### config.mk
export PLATFORM = sky130hd
export DESIGN_NAME = matmul_result_collector
export DESIGN_NICKNAME = d
export VERILOG_FILES = /design/src/rtl/matmul_result_collector.sv
export SDC_FILE = /design/constraint.sdc
export NUM_CORES = 1
export LEC_CHECK = 0
export BUFFER_PORTS_ARGS = -buffer_cell sky130_fd_sc_hd__buf_4
export CORE_ASPECT_RATIO = 0.8
export CORE_MARGIN = 5
export CORE_UTILIZATION = 52
export CTS_CLUSTER_DIAMETER = 50
export DETAILED_ROUTE_END_ITERATION = 10
export PLACE_DENSITY_LB_ADDON = 0.1
export RECOVER_POWER = 100
export SYNTH_ARGS = -nofsm -noshare
export SYNTH_HDL_FRONTEND = slang
export SYNTH_SLANG_ARGS = --single-unit
### constraint.sdc
create_clock -name clk -period 2.88 [get_ports clk]
set_input_delay 0.576 -clock clk [delete_from_list [all_inputs] [get_ports clk]]
set_output_delay 0.576 -clock clk [all_outputs]
set_load 0.02 [all_outputs]
### src/rtl/matmul_result_collector.sv
`default_nettype none
// ============================================================================
// matmul_result_collector: rebuilds 2x2 C results from the array's two-beat
// nibble bursts, buffers them in a 2-entry FIFO and streams them out by byte.
// Revision: 1.0
// ============================================================================
module matmul_result_collector (
    input  logic       clk,
    input  logic       rst,
    input  logic [7:0] res_lo,
    input  logic [7:0] res_hi,
    input  logic [7:0] res_oe,
    output logic [7:0] m_data,
    output logic [1:0] m_idx,
    output logic       m_last,
    output logic       m_valid,
    input  logic       m_ready,
    input  logic       clr,
    output logic       overflow,
    output logic       frame_err,
    output logic [7:0] result_count
);

    typedef enum logic [0:0] {
        WAIT_ROW0 = 1'b0,
        WAIT_ROW1 = 1'b1
    } state_t;

    state_t      r_state;
    state_t      w_next_state;
    logic        w_beat;
    logic [7:0]  w_x;
    logic [7:0]  w_y;
    logic        w_latch;
    logic        w_push;
    logic        w_frame_set;
    logic [7:0]  r_c00;
    logic [7:0]  r_c01;
    logic [31:0] w_result;

    logic [31:0] r_mem [2];
    logic        r_wr_ptr;
    logic        r_rd_ptr;
    logic [1:0]  r_level;
    logic [1:0]  r_elem;
    logic        w_full;
    logic        w_pop;
    logic        w_accept;
    logic        w_drop;
    logic [31:0] w_head;
    logic [7:0]  w_sel;
    logic        r_overflow;
    logic        r_frame_err;
    logic [7:0]  r_count;

    // Only an all-ones output enable is a real beat; partial enables are ignored.
    assign w_beat   = (res_oe == 8'hFF);
    assign w_x      = {res_hi[7:4], res_lo[7:4]};
    assign w_y      = {res_hi[3:0], res_lo[3:0]};
    assign w_result = {r_c00, r_c01, w_x, w_y};

    always_ff @(posedge clk or posedge rst) begin
        if (rst) begin
            r_state <= WAIT_ROW0;
        end else begin
            r_state <= w_next_state;
        end
    end

    always_comb begin
        w_next_state = r_state;
        w_latch      = 1'b0;
        w_push       = 1'b0;
        w_frame_set  = 1'b0;
        case (r_state)
            WAIT_ROW0: begin
                if (w_beat) begin
                    w_latch      = 1'b1;
                    w_next_state = WAIT_ROW1;
                end
            end
            WAIT_ROW1: begin
                w_next_state = WAIT_ROW0;
                if (w_beat) begin
                    w_push = 1'b1;
                end else begin
                    w_frame_set = 1'b1;
                end
            end
            default: w_next_state = WAIT_ROW0;
        endcase
    end

    always_ff @(posedge clk or posedge rst) begin
        if (rst) begin
            r_c00 <= 8'h00;
            r_c01 <= 8'h00;
        end else if (w_latch) begin
            r_c00 <= w_x;
            r_c01 <= w_y;
        end
    end

    // A full FIFO still takes a push when its head leaves on the same edge.
    assign w_full   = (r_level == 2'd2);
    assign w_pop    = m_valid && m_ready && (r_elem == 2'd3);
    assign w_accept = w_push && (!w_full || w_pop);
    assign w_drop   = w_push && w_full && !w_pop;

    always_ff @(posedge clk or posedge rst) begin
        if (rst) begin
            r_mem[0] <= 32'h0;
            r_mem[1] <= 32'h0;
            r_wr_ptr <= 1'b0;
            r_rd_ptr <= 1'b0;
            r_level  <= 2'd0;
            r_elem   <= 2'd0;
            r_count  <= 8'h00;
        end else begin
            if (w_accept) begin
                r_mem[r_wr_ptr] <= w_result;
                r_wr_ptr        <= ~r_wr_ptr;
                r_count         <= r_count + 8'd1;
            end
            if (w_pop) begin
                r_rd_ptr <= ~r_rd_ptr;
            end
            if (m_valid && m_ready) begin
                r_elem <= r_elem + 2'd1;
            end
            case ({w_accept, w_pop})
                2'b10:   r_level <= r_level + 2'd1;
                2'b01:   r_level <= r_level - 2'd1;
                default: r_level <= r_level;
            endcase
        end
    end

    always_ff @(posedge clk or posedge rst) begin
        if (rst) begin
            r_overflow  <= 1'b0;
            r_frame_err <= 1'b0;
        end else begin
            if (w_drop) begin
                r_overflow <= 1'b1;
            end else if (clr) begin
                r_overflow <= 1'b0;
            end
            if (w_frame_set) begin
                r_frame_err <= 1'b1;
            end else if (clr) begin
                r_frame_err <= 1'b0;
            end
        end
    end

    assign w_head = r_mem[r_rd_ptr];

    always_comb begin
        w_sel = 8'h00;
        case (r_elem)
            2'd0:    w_sel = w_head[31:24];
            2'd1:    w_sel = w_head[23:16];
            2'd2:    w_sel = w_head[15:8];
            default: w_sel = w_head[7:0];
        endcase
    end

    assign m_valid      = (r_level != 2'd0);
    assign m_data       = m_valid ? w_sel : 8'h00;
    assign m_idx        = r_elem;
    assign m_last       = (r_elem == 2'd3);
    assign overflow     = r_overflow;
    assign frame_err    = r_frame_err;
    assign result_count = r_count;

endmodule
`default_nettype wire

==> impl_metrics.csv <==
group,metric,value,unit
floorplanning,die_w,111,µm
sta,grt_setup_unrepaired,"no",
synthesis,yosysWarnings,0,
floorplanning,dieArea,10100,µm²
critical_path,crit_arrival,2.12,ns
critical_path,cp.required,2.30,ns
detailed_routing,avgViaCountPerCell,5.63,
sta,fmax,372,MHz
critical_path,setup.worst_path.end_class,"output port",
synthesis,ys.flop_type,"dfrtp_1",
sta,layout_min_cycle_time,2.69,ns
power,combPwrFrac,3.4,%
power,p_clk_share,42.0,%
grt,grt_pass1_wl,14200,µm
floorplanning,io_pins,50,
synthesis,synth_edf_count,0,
critical_path,cpMostUsedCell,"a211oi_1",
detailed_routing,drtAntennaViolNets,0,
sta,setup_viol,0,
flow_run,maxCapViolations,1,
critical_path,path_cells,"inv_1 > ha_1 > buf_6 > a221oi_1 > a21oi_1 > a211oi_1 > a211oi_1 > buf_4",
status,violations,"max-capacitance violations, max-slew violations",
clock_tree,cts_tree,"yes",
floorplanning,start_util,53.6,%
sta,worst_slew_pin_slew,2.08,ns
synthesis,synth_common_cells,"dfrtp_1 (97), mux2_2 (62), mux2_1 (20)",
power,power_switching,0.000525,W
sta,fin_hold_ws,0.396,ns
floorplanning,core_area,7980,µm²
synthesis,syn_area,4280,µm²
clock_tree,clockBufferDepth,2,
placement,gp_congestion,0.737,
clock_tree,clk_latency,0.36,ns
sta,finClkSkew,0.00913,ns
synthesis,yosys.cell_types.count,35,
grt,grt_pass1_vias,2822,
synthesis,syn_area_per_cell,14.2,µm²
sta,timing.final.crit_share,93.5,%
clock_tree,numCtsBuffers,9,
detailed_routing,dr.first_iter.drc_count,154,
power,total_power,0.00255,W
placement,port_buffers,49,
layout,layout-drive-gt1-share,39.8,%
power,seq_power_share,54.6,%
detailed_routing,drc,0,
synthesis,ys_seq_area_share,56.8,%
power,peakVddDrop,355,µV
hold_path,min-delay-path-class,"in -> reg",
clock_tree,clock-sinks,97,
synthesis,netlist_instances,301,
critical_path,critPathSlowestCell,"dfrtp_2",
detailed_routing,highest_layer,"met4",
synthesis,syn_nets,336,
clock_tree,root_buffer,"clkbuf_8",
detailed_routing,wl_met1,3780,µm
floorplanning,rows,29,
detailed_routing,routedWlPerCell,18.2,µm
grt,antenna_found_initial,0,
layout,nNetsFinal,394,
power,intPower,0.00203,W
layout,postLayoutCellArea,5070,µm²
detailed_routing,num_vias,2656,
status,outcome,"finished, violations left",
layout,antenna_cells,0,
sta,final.setup.tns,0,ns
placement,placed_area,4810,µm²
synthesis,synth_area_leaders,"dfrtp_1 (57%), mux2_2 (16%), mux2_1 (5.3%), mux2i_1 (3.5%), a222oi_1 (3.3%)",
synthesis,synth-seq-cells,97,
sta,drv_slew,98,
grt,grt_max_degree,98,
power,p_leak,2.44,nW
synthesis,yosysTopAreaCellShare,56.8,%
detailed_routing,drt_first_pass_iters,5,
critical_path,criticalPathCategory,"reg -> out",
synthesis,yosysMostFrequentCell,"dfrtp_1",
power,p_sw_share,20.6,%
clock_tree,path_clk_slew,0.09,ns
power,power_density,503,nW/µm²
synthesis,yosys.area.top_type,"dfrtp_1",
floorplanning,die_h,91.1,µm
layout,area_delta_synth_final,18.6,%
synthesis,async_flop_share,100,%
grt,grt_usage,17.3,%
sta,slew_headroom,-38.4,%
critical_path,crit_fanout,16,
grt,grt_overflow,0,
critical_path,startpoint_type,"flip-flop",
detailed_routing,routed_wl,8580,µm
clock_tree,h-tree-depth,3,
sta,hold_viol,0,
placement,dp_hpwl,5670,µm
detailed_routing,routed-wl-met3,368,µm
critical_path,max_stage_delay,0.42,ns
clock_tree,holdBufCountCts,0,
layout,postLayoutCoreUtil,63.5,%
detailed_routing,wl_met2,4350,µm
cells by family after synthesis:
group | Yosys count | share of synthesized area (%)
DFF | 97 | 56.8
AOI/OAI and AO/OA | 29 | 5.97
and+or+nand+nor | 36 | 4.71
xor gates and xnor gates | 13 | 2.84
muxes | 97 | 25.1
adders and majority gates | 7 | 2.05
buffers and inverters | 22 | 2.55
state kept, by name, summed over array words and instances (netlist names):
| register | count |
|---|---|
| result_count | 8 |
| r_rd_ptr | 1 |
| r_wr_ptr | 1 |
| m_idx | 2 |
| r_mem | 64 |
| r_level | 2 |
| r_state | 1 |
| r_c00 | 8 |
| r_c01 | 8 |
| overflow | 1 |
| frame_err | 1 |
through the flow:
step | setup WS (ns) | instances
global route | 0.000739 | 472
detailed placement | 0.330 | 452
CTS | 0.0190 | 468
finish | 0.189 | 472
global placement | 0.378 | 452
floorplan | 0.189 | 301
path summary, 6_finish.rpt:
path	startpoint	end	slack [ns]	cells past startpoint
setup / recovery	m_idx[1]$_DFFE_PP0P_	m_data[7]	0.19	8
hold / removal	clr	overflow$_DFFE_PP0P_	0.40	2
setup reg to reg	m_idx[0]$_DFFE_PP0P_	r_mem[35]$_DFFE_PP0P_	0.60	8
hold reg to reg	r_mem[55]$_DFFE_PP0P_	r_mem[55]$_DFFE_PP0P_	0.49	1
max in group asynchronous	rst	m_idx[1]$_DFFE_PP0P_	0.51	3
min in group asynchronous	rst	r_mem[4]$_DFFE_PP0P_	1.01	3
cell usage in the layout (no fill, tap or decap), types with 2 or more instances in the layout:
master and count:
xor2_1 3, a222oi_1 14, dfrtp_1 95, inv_6 2, bufinv_16 3, clkbuf_4 2
xnor2_1 9, buf_12 2, clkbuf_8 10, clkbuf_1 8, nand2_1 11, dfrtp_2 2
and4_1 2, nand3_1 2, mux2_1 20, nand4_1 2, inv_1 5, mux2i_1 15
mux2_2 62, ha_1 6, a211oi_1 7, buf_4 48, a211oi_2 2, nor2_1 10
power groups by stage:
stage,sequential (W),clock [W],combinational (W)
floorplan,0.00142,0,0.0000412
global placement,0.00142,0,0.0000885
detailed placement,0.00142,0,0.0000912
CTS,0.00139,0.00110,0.0000914
global route,0.00140,0.00116,0.0000991
finish,0.00139,0.00107,0.0000867
cell type report:
type | instances | area (µm²)
clock buffer | 10 | 138
timing repair buffer | 62 | 462
tap | 108 | 135
sequential | 97 | 2430
clock inverter | 6 | 113
multi-input combinational | 182 | 1770
inverter | 7 | 27.5
fill | 648 | 2910
worst max-delay path, delay by kind of cell (launching register included):
kind | cells | cell delay [ns]
AOI/OAI and AO/OA | 4 | 0.69
DFF | 1 | 0.42
buffers and inverters | 3 | 0.44
adders and majority gates | 1 | 0.19
repair_timing:
| item | in CTS | in global routing |
|---|---|---|
| setup buffers | 0 | 4 |
| endpoints found under the setup margin | 7 | 8 |
| gates cloned | 0 | 0 |
| pin swaps | 0 | 1 |
| resized for setup | 1 | 6 |
metal layers:
layer  track usage, %  up-vias
met1             22.5     1366
met2             29.4       55
met4             4.56        0
li1                 -     1228
met5                0        -
met3             4.39        7
Note: power is estimated with default switching activity, not from simulation.
